File: src/rtl/nn_cfg_loader_pkg.sv
// Shared state encoding and cfg-port constants for the layer descriptor loader.
package nn_cfg_loader_pkg;

  typedef enum logic [3:0] {
    S_IDLE,
    S_RD_REQ,
    S_RD_WAIT,
    S_WR_CFG,
    S_START_SET,
    S_START_HOLD,
    S_START_CLR,
    S_WAIT_DONE,
    S_NEXT,
    S_FIN
  } state_e;

  localparam logic [2:0] CFG_ADDR_START  = 3'd6;
  localparam int         CFG_START_ON    = 1;
  localparam int         CFG_START_OFF   = 0;
  localparam int         DEF_DESC_WORDS  = 6;
  localparam int         DEF_DESC_STRIDE = 8;

endpackage

File: src/rtl/nn_cfg_loader.sv
// Walks a DRAM descriptor table, writes each layer's cfg registers into the
// accelerator, pulses its start register and waits for layer completion.
//
// state        | meaning
// S_IDLE       | waiting for i_go
// S_RD_REQ     | one-cycle DMA read request for current descriptor word
// S_RD_WAIT    | read outstanding, waiting for i_dma_rd_ready
// S_WR_CFG     | write captured word to cfg register <word>
// S_START_SET  | write 1 to start register
// S_START_HOLD | start held high, down-counting the hold timer
// S_START_CLR  | write 0 to start register
// S_WAIT_DONE  | waiting for (or consuming a latched) layer done
// S_NEXT       | advance to next layer or finish
// S_FIN        | one-cycle done pulse
module nn_cfg_loader
  import nn_cfg_loader_pkg::*;
#(
  parameter int ADDR_W      = 32,
  parameter int DATA_W      = 32,
  parameter int DESC_WORDS  = DEF_DESC_WORDS,
  parameter int DESC_STRIDE = DEF_DESC_STRIDE,
  parameter int START_HOLD  = 10,
  parameter int LAYER_W     = 8
) (
  input  logic               i_clk,
  input  logic               i_rst,
  input  logic               i_go,
  input  logic [ADDR_W-1:0]  i_desc_base,
  input  logic [LAYER_W-1:0] i_num_layers,
  output logic               o_dma_rd_en,
  output logic [ADDR_W-1:0]  o_dma_rd_addr,
  input  logic [DATA_W-1:0]  i_dma_rd_data,
  input  logic               i_dma_rd_ready,
  output logic [DATA_W-1:0]  o_cfg,
  output logic [2:0]         o_cfg_addr,
  output logic               o_cfg_wr_en,
  input  logic               i_layer_done,
  output logic               o_busy,
  output logic               o_done,
  output logic [LAYER_W-1:0] o_layer_idx
);

  localparam int HOLD_W = (START_HOLD > 1) ? $clog2(START_HOLD) : 1;

  state_e             state_q, state_d;
  logic [ADDR_W-1:0]  base_q, base_d;
  logic [LAYER_W-1:0] num_q, num_d;
  logic [LAYER_W-1:0] layer_q, layer_d;
  logic [2:0]         word_q, word_d;
  logic [HOLD_W-1:0]  hold_q, hold_d;
  logic               done_flag_q, done_flag_d;
  logic [DATA_W-1:0]  cfg_d;
  logic [2:0]         cfg_addr_d;
  logic [ADDR_W-1:0]  rd_addr_d;

  always_comb begin
    state_d     = state_q;
    base_d      = base_q;
    num_d       = num_q;
    layer_d     = layer_q;
    word_d      = word_q;
    hold_d      = hold_q;
    done_flag_d = done_flag_q;
    cfg_d       = '0;
    cfg_addr_d  = '0;

    unique case (state_q)
      S_IDLE: begin
        if (i_go) begin
          base_d  = i_desc_base;
          num_d   = i_num_layers;
          layer_d = '0;
          word_d  = '0;
          state_d = (i_num_layers == '0) ? S_FIN : S_RD_REQ;
        end
      end
      S_RD_REQ:  state_d = S_RD_WAIT;
      S_RD_WAIT: if (i_dma_rd_ready) state_d = S_WR_CFG;
      S_WR_CFG: begin
        word_d  = word_q + 3'd1;
        state_d = (word_d == 3'(DESC_WORDS)) ? S_START_SET : S_RD_REQ;
      end
      S_START_SET: begin
        hold_d  = HOLD_W'(START_HOLD - 1);
        state_d = S_START_HOLD;
      end
      S_START_HOLD: begin
        if (hold_q == '0) state_d = S_START_CLR;
        else              hold_d  = hold_q - HOLD_W'(1);
      end
      S_START_CLR: state_d = S_WAIT_DONE;
      S_WAIT_DONE: begin
        if (i_layer_done || done_flag_q) begin
          done_flag_d = 1'b0;
          layer_d     = layer_q + LAYER_W'(1);
          state_d     = S_NEXT;
        end
      end
      S_NEXT: begin
        word_d  = '0;
        state_d = (layer_q == num_q) ? S_FIN : S_RD_REQ;
      end
      S_FIN:   state_d = S_IDLE;
      default: state_d = S_IDLE;
    endcase

    // A done that races the start pulse must not be lost.
    if (i_layer_done && (state_q inside {S_START_SET, S_START_HOLD, S_START_CLR}))
      done_flag_d = 1'b1;

    // Outputs are registered from the next state so they line up with it.
    unique case (state_d)
      S_WR_CFG: begin
        cfg_d      = i_dma_rd_data;
        cfg_addr_d = word_d;
      end
      S_START_SET: begin
        cfg_d      = DATA_W'(CFG_START_ON);
        cfg_addr_d = CFG_ADDR_START;
      end
      S_START_CLR: begin
        cfg_d      = DATA_W'(CFG_START_OFF);
        cfg_addr_d = CFG_ADDR_START;
      end
      default: ;
    endcase
  end

  assign rd_addr_d = base_d + ADDR_W'(layer_d) * ADDR_W'(DESC_STRIDE) + ADDR_W'(word_d);

  always_ff @(posedge i_clk) begin
    if (i_rst) begin
      state_q       <= S_IDLE;
      base_q        <= '0;
      num_q         <= '0;
      layer_q       <= '0;
      word_q        <= '0;
      hold_q        <= '0;
      done_flag_q   <= 1'b0;
      o_dma_rd_en   <= 1'b0;
      o_dma_rd_addr <= '0;
      o_cfg         <= '0;
      o_cfg_addr    <= '0;
      o_cfg_wr_en   <= 1'b0;
      o_busy        <= 1'b0;
      o_done        <= 1'b0;
      o_layer_idx   <= '0;
    end else begin
      state_q       <= state_d;
      base_q        <= base_d;
      num_q         <= num_d;
      layer_q       <= layer_d;
      word_q        <= word_d;
      hold_q        <= hold_d;
      done_flag_q   <= done_flag_d;
      o_dma_rd_en   <= (state_d == S_RD_REQ);
      o_dma_rd_addr <= (state_d == S_RD_REQ) ? rd_addr_d : '0;
      o_cfg         <= cfg_d;
      o_cfg_addr    <= cfg_addr_d;
      o_cfg_wr_en   <= (state_d inside {S_WR_CFG, S_START_SET, S_START_CLR});
      o_busy        <= !(state_d inside {S_IDLE, S_FIN});
      o_done        <= (state_d == S_FIN);
      o_layer_idx   <= layer_d;
    end
  end

endmodule
File: config.mk
export PLATFORM = sky130hd
export DESIGN_NAME = nn_cfg_loader
export DESIGN_NICKNAME = d
export VERILOG_FILES = /design/src/rtl/nn_cfg_loader_pkg.sv /design/src/rtl/nn_cfg_loader.sv
export SDC_FILE = /design/constraint.sdc
export NUM_CORES = 1
export LEC_CHECK = 0
export CELL_PAD_IN_SITES_DETAIL_PLACEMENT = 1
export CELL_PAD_IN_SITES_GLOBAL_PLACEMENT = 2
export CORE_ASPECT_RATIO = 1.75
export CORE_UTILIZATION = 30
export CTS_BUF_LIST = sky130_fd_sc_hd__clkbuf_16
export DETAILED_ROUTE_END_ITERATION = 8
export PLACE_DENSITY_LB_ADDON = 0.1
export SETUP_SLACK_MARGIN = 0.2
export SKIP_LAST_GASP = 1
export SLEW_MARGIN = 20
export SYNTH_ARGS = -nofsm -noshare
export SYNTH_HDL_FRONTEND = slang
export SYNTH_SLANG_ARGS = --single-unit
File: constraint.sdc
create_clock -name i_clk -period 12.6 [get_ports i_clk]
set_input_delay 1.89 -clock i_clk [delete_from_list [all_inputs] [get_ports i_clk]]
set_output_delay 1.89 -clock i_clk [all_outputs]
set_load 0.01 [all_outputs]
==> results of run 1 <==
[sequential cells by signal (all words and copies together) (netlist names), 3 cells and up]
name	cells
o_dma_rd_addr	32
word_q	3
state_q	4
o_cfg	32
base_q	32
layer_q	8
num_q	8
o_cfg_addr	3
hold_q	4
[worst max-delay path, delay by kind of cell]
kind | cells | cell delay, ns
buf+inv | 2 | 0.89
fa+ha+maj | 1 | 0.44
compound gates | 5 | 1.35
simple gates | 5 | 1.42
[report_power, final]
group / switching (mW) / internal (mW)
clock: 0.198 / 0.313
combinational: 0.0765 / 0.0665
sequential: 0.0119 / 0.433
[Yosys cell counts (all sizes together), types with 8 or more instances]
cell	count	area, um^2
mux2i	23	230
xor2	9	78.8
dfxtp	131	2620
nor4	15	109
nor2b	15	93.8
a31oi	12	75.1
and3	19	119
nor3	27	135
nand4	10	62.6
nand3	18	90.1
clkbuf	22	82.6
inv	10	37.5
a21oi	45	225
o21ai	18	90.1
ha	16	200
and2	36	225
xnor2	17	149
nand2	73	274
buf	8	36.3
nor2	67	254
[path summary, 6_finish.rpt]
check	from	end	slack [ns]	depth (start not counted)
max	i_go	o_dma_rd_addr[30]$_SDFF_PP0_	6.95	13
max reg2reg	state_q[3]$_SDFF_PP0_	o_dma_rd_addr[30]$_SDFF_PP0_	8.08	12
min reg2reg	base_q[3]$_SDFF_PP0_	base_q[3]$_SDFF_PP0_	0.47	2
min	base_q[3]$_SDFF_PP0_	base_q[3]$_SDFF_PP0_	0.47	2
[cells by family (layout without fill, tap and decap cells)]
family	Yosys count	count (layout)	share of synthesized area (%)
AOI/OAI and AO/OA	121	121	13.4
xor gates and xnor gates	26	26	3.93
adders and majority gates	17	17	3.80
buffers and inverters	40	203	2.70
DFF	131	131	45.2
muxes	26	26	4.55
and+or+nand+nor	299	299	26.4
[routing by layer]
metal | vias up | routed length (um)
met5 | - | 0
met4 | 0 | 513
met3 | 29 | 672
met2 | 136 | 11400
met1 | 2612 | 7220
li1 | 2623 | -
[cell type report]
cell class              instances  area (um^2)
clock inverters                15          183
well taps                     238          298
inverters                      10         37.5
flip-flops and latches        131         2620
repair buffers                161         1590
multi-input cells             489         3020
fillers                      2199        10600
clock buffers                  17          425
==> results by group, run 1 <==
Die
  – Core Box Area: ~0.019 mm^2
  – # IOs: about 160
  – Die width: 107 um
  – Std-Cell Rows: 66
  – Die Y: roughly 190 um
  – Die ar.: 0.0199 mm^2
  – Initial Utilization: between 30 and 40%

Worst setup path
  – Crit path required time: ~13 ns
  – CP max stage delay: 0.66 ns
  – Startpoint Class: input port
  – Critical Path AT: ~6 ns
  – Crit Path Class: in2reg
  – Most frequent CP cell: o21ai_0
  – CP endpoint kind: register
  – Worst path slowest cell: clkdlybuf4s50_1
  – Critical path peak fanout: 23
  – Critical-path cell list: clkdlybuf4s50_1 -> inv_1 -> nor2_4 -> nor2_1 -> o21ai_0 -> o21ai_0 -> ha_1 -> nand3_1 -> nor4_1 -> o31a_1 -> o21ai_0 -> o31a_1 -> nor3_1

Routing
  – DRT Wirelength: roughly 20 mm
  – Iter 0 DRT Violations: between 150 and 200
  – Pre-Repair DR Iteration Count: 4
  – DR vias/cell: slightly above 5
  – DRT antenna net count: 0
  – Via count: 5400
  – Routed wire length per instance: around 19 um
  – DRC Markers: 0

Global routing
  – Met1 Use GR: between 20% and 30%
  – First-pass GRT wire length: roughly 31 mm
  – Total congestion overflow: 0
  – Largest net degree at the start of global routing: between 60 and 70
  – Antenna violations before repair: 0
  – Global-route met3 utilization: around 3.4%
  – Grt peak-use layer: met2
  – Met2 Use GR: a little over 40%
  – Overall routing resource usage: about a fifth
  – Vias in the first global route: 5912

Timing
  – RSZ-0062 raised after global routing: false
  – Final hold vios: 0
  – Tmin final: 5.65 ns
  – Rel. slew slack: 43.2%
  – Slew @ Worst Pin: 0.852 ns
  – WHS: roughly 0.47 ns
  – PnR worst setup slack: around 6.9 ns
  – Peak Freq: about 180 MHz
  – Final setup violation count: 0
  – Fin crit share: 44.9%
  – Pins Over Slew Limit: 0
  – Setup TNS: 0 ns
  – Setup Skew: slightly above 0.01 ns

Placement
  – Placed Area: around 0.0076 mm^2
  – Post-place setup slack: approximately 6.5 ns
  – Routability Congestion: about 0.85
  – Placed Instances: just over 1000
  – HPWL Detailed: 15.0 mm
  – Port Buf Inserts: between 150 and 200

Finish
  – Post-layout instance area: 0.00818 mm^2
  – Antenna cells: 0
  – Area Overhead vs Synth: 41.1%
  – Most common cell after layout, fill and taps aside: clkdlybuf4s50_1
  – Layout cells sized above 1: 5.95%
  – Final Util: between 40 and 50%
  – Final #Nets: 904
  – Most frequent cells in the layout: clkdlybuf4s50_1, dfxtp_1, nand2_1
  – Post-route insts no fill: around 1100

Synth
  – Mean Syn Cell Area: 8.78 um^2
  – Synth unique cells: between 50 and 60
  – Ys flop type: dfxtp_1
  – Flops & latches, synth: ~130
  – Synth Warn #: 0
  – Cells after Synth: 660
  – Syn_nets: about 750
  – Post-synth EDFFs: 0
  – Async SR Flop Fraction: 0%
  – Register area share after synthesis: between 40% and 50%
  – Post-Syn Area: a little under 0.006 mm^2

Min path
  – Class of the worst hold path: reg2reg

Clock network
  – # H-tree levels: 4
  – Post_cts resized: 0
  – CTS Root Cell: clkbuf_16
  – Deepest clock path buffer count: 2
  – Post-CTS Hold Buffers: 0
  – TritonCTS buffer count: 17
  – Sink Count: between 100 and 150
  – Reg clk slew, reported paths: about 0.06 ns
  – Clock Latency Late Sink: ~0.43 ns
  – Postcts setup bufs: 0
  – CTS tree: yes

Power and ir drop
  – Final total power: approximately 1.1 mW
  – Peak VDD IR: about 0.000092 V
  – Static Leak: ~3.2 nW
  – Cell Pwr Density: roughly 130 mW/mm^2

Job
  – Max cap viols: 0

Run status
  – Outcome: completed
Note: power is estimated with default switching activity, not from simulation.
==> run 2, diff against run 1 <==
--- a/config.mk
+++ b/config.mk
@@ -8,7 +8,7 @@
 export CELL_PAD_IN_SITES_DETAIL_PLACEMENT = 1
 export CELL_PAD_IN_SITES_GLOBAL_PLACEMENT = 2
 export CORE_ASPECT_RATIO = 1.75
-export CORE_UTILIZATION = 30
+export CORE_UTILIZATION = 28
 export CTS_BUF_LIST = sky130_fd_sc_hd__clkbuf_16
 export DETAILED_ROUTE_END_ITERATION = 8
 export PLACE_DENSITY_LB_ADDON = 0.1
==> constraint.sdc (replaced) <==
create_clock -name i_clk -period 5.7 [get_ports i_clk]
set_input_delay 0.855 -clock i_clk [delete_from_list [all_inputs] [get_ports i_clk]]
set_output_delay 0.855 -clock i_clk [all_outputs]
set_load 0.01 [all_outputs]
==> run 2 against run 1 <==
Clock power up 110%. Die area is 7.0% higher. Global-route usage down 1.4 points. Sequential power rose by 120%. Critical path depth decreased by 1. Final area about the same. Clock skew fell by 0.0041 ns. Register-to-register slack worse by 6.7 ns. Worst hold slack got worse by 0.0041 ns. Largest cell class unchanged. Largest power group unchanged.
==> results by group, run 2 (same netlist as run 1, synthesis figures left out) <==
Worst setup path
  – Most frequent CP cell: nand2_1
  – CP max stage delay: approximately 0.7 ns
  – CP endpoint: o_dma_rd_addr[30]$_SDFF_PP0_
  – FF-to-FF End: o_dma_rd_addr[30]$_SDFF_PP0_
  – Critical R2R Launch: state_q[2]$_SDFF_PP0_
  – Critical Path AT: roughly 4.7 ns
  – Reg2Reg Setup Slack: between 1 and 1.5 ns
  – CP endpoint kind: register
  – R2R cell count: 12
  – Worst path slowest cell: clkdlybuf4s50_1
  – Critical-path cell list: clkdlybuf4s50_1 -> nand2_1 -> buf_4 -> nand2_1 -> nand2_1 -> ha_1 -> o21ai_0 -> nor4_1 -> o31a_1 -> o21ai_0 -> o31a_1 -> nor3_1
  – Critical path peak fanout: 26
  – Startpoint Class: input port
  – CP Launch Point: i_go
  – Crit Path Class: in2reg
  – Crit path required time: about 6.1 ns

Finish
  – Most frequent cells in the layout: clkdlybuf4s50_1, dfxtp_1, nand2_1
  – Final Util: 40.3%
  – Layout cells sized above 1: under 10%
  – Antenna cells: 0
  – Most common cell after layout, fill and taps aside: clkdlybuf4s50_1
  – Largest regs: base_q (32), o_cfg (32), o_dma_rd_addr (32)
  – Final #Nets: ~910
  – Area Overhead vs Synth: 41.2%

Routing
  – DRT antenna net count: 0
  – Routed wire length per instance: roughly 19 um
  – DRC Markers: 0
  – Iter 0 DRT Violations: between 150 and 200
  – Pre-Repair DR Iteration Count: 4
  – DR vias/cell: just over 5
  – Via count: about 5400
  – DRT Wirelength: around 20 mm

Global routing
  – Largest net degree at the start of global routing: 64
  – Antenna violations before repair: 0
  – Overall routing resource usage: approximately a fifth
  – First-pass GRT wire length: around 31 mm
  – Vias in the first global route: around 5700
  – Total congestion overflow: 0

Timing
  – WHS: around 0.46 ns
  – Rel. slew slack: about two fifths
  – PnR worst setup slack: about 1.4 ns
  – Tmin final: about 4.3 ns
  – Slew @ Worst Pin: roughly 0.9 ns
  – Final setup violation count: 0
  – Final hold vios: 0
  – Setup TNS: 0 ns
  – Peak Freq: between 200 and 250 MHz
  – Pins Over Slew Limit: 0
  – RSZ-0062 raised after global routing: false
  – Fin crit share: between 70% and 80%
  – Setup Skew: 0.00599 ns

Placement
  – HPWL Detailed: 15.2 mm
  – Port Buf Inserts: 155
  – Post-place setup slack: approximately 0.9 ns
  – Routability Congestion: between 0.7 and 0.8

Clock network
  – Sink Count: 131
  – Deepest clock path buffer count: 2
  – TritonCTS buffer count: 17
  – CTS tree: yes
  – # H-tree levels: 4
  – Post-CTS Hold Buffers: 0
  – Reg clk slew, reported paths: approximately 0.060 ns
  – Post_cts resized: 0
  – Postcts setup bufs: 0
  – Clock Latency Late Sink: approximately 0.43 ns
  – CTS Root Cell: clkbuf_16

Power and ir drop
  – Peak VDD IR: about 0.00018 V
  – Static Leak: 3.20 nW
  – Cell Pwr Density: between 200 and 300 mW/mm^2

Die
  – Die ar.: between 0.02 and 0.025 mm^2
  – Core Box Area: approximately 0.020 mm^2
  – Die Y: roughly 190 um
  – # IOs: 156
  – Std-Cell Rows: slightly below 70
  – Initial Utilization: approximately 29%
  – Die width: ~110 um

Job
  – Max cap viols: 0

Run status
  – Outcome: completed

Min path
  – Class of the worst hold path: reg2reg
[run 2: cell types whose count changed in the layout (fill, tap and decap cells not counted), sizes merged]
cell and change:
buf +4, bufinv -1, clkinv +4, inv -3
[run 2: layer usage]
layer / up-vias / GRT usage [%] / wire length, um
met4: 0 / 8.26 / 484
li1: 2630 / - / -
met3: 27 / 4.05 / 663
met5: - / 0 / 0
met1: 2622 / 19.3 / 7630
met2: 134 / 38.5 / 11400
[run 2: critical path, delay by kind of cell]
family | cells | cell delay, ns
AOI/OAI and AO/OA | 4 | 1.15
buffers and inverters | 2 | 1.07
and+or+nand+nor | 5 | 1.24
adders and majority gates | 1 | 0.37
[run 2: worst min path at each step]
stage,start,end,slack [ns],cells after the start
final,base_q[9]$_SDFF_PP0_,base_q[9]$_SDFF_PP0_,0.46,2
after floorplan,base_q[0]$_SDFF_PP0_,base_q[0]$_SDFF_PP0_,0.44,2
after CTS,base_q[6]$_SDFF_PP0_,base_q[6]$_SDFF_PP0_,0.47,2
after global placement,base_q[5]$_SDFF_PP0_,base_q[5]$_SDFF_PP0_,0.45,2
after detailed placement,base_q[9]$_SDFF_PP0_,base_q[9]$_SDFF_PP0_,0.46,2
after global routing,base_q[9]$_SDFF_PP0_,base_q[9]$_SDFF_PP0_,0.49,2
[run 2: layout make-up]
cell class | instances | area, um^2
tap | 248 | 310
inverter | 10 | 37.5
clock inverter | 15 | 144
clock buffer | 17 | 425
multi-input combinational | 489 | 3020
timing repair buffer | 165 | 1620
sequential | 131 | 2620
fill | 2367 | 12100
[run 2: report_power, final]
| part | total (mW) | switching (mW) | internal [mW] |
|---|---|---|---|
| registers | 0.983 | 0.0258 | 0.957 |
| clock network | 1.06 | 0.426 | 0.637 |
| logic | 0.324 | 0.173 | 0.151 |
| total | 2.37 | 0.624 | 1.75 |
[run 2: per-stage QoR]
step | cells | power (mW) | area [um^2]
5_1_grt | 1075 | 2.48 | 8180
6_report | 1075 | 2.37 | 8180
3_3_place_gp | 1043 | 1.32 | 7610
3_5_place_dp | 1043 | 1.33 | 7610
2_1_floorplan | 660 | 1.17 | 5800
4_1_cts | 1075 | 2.41 | 8180
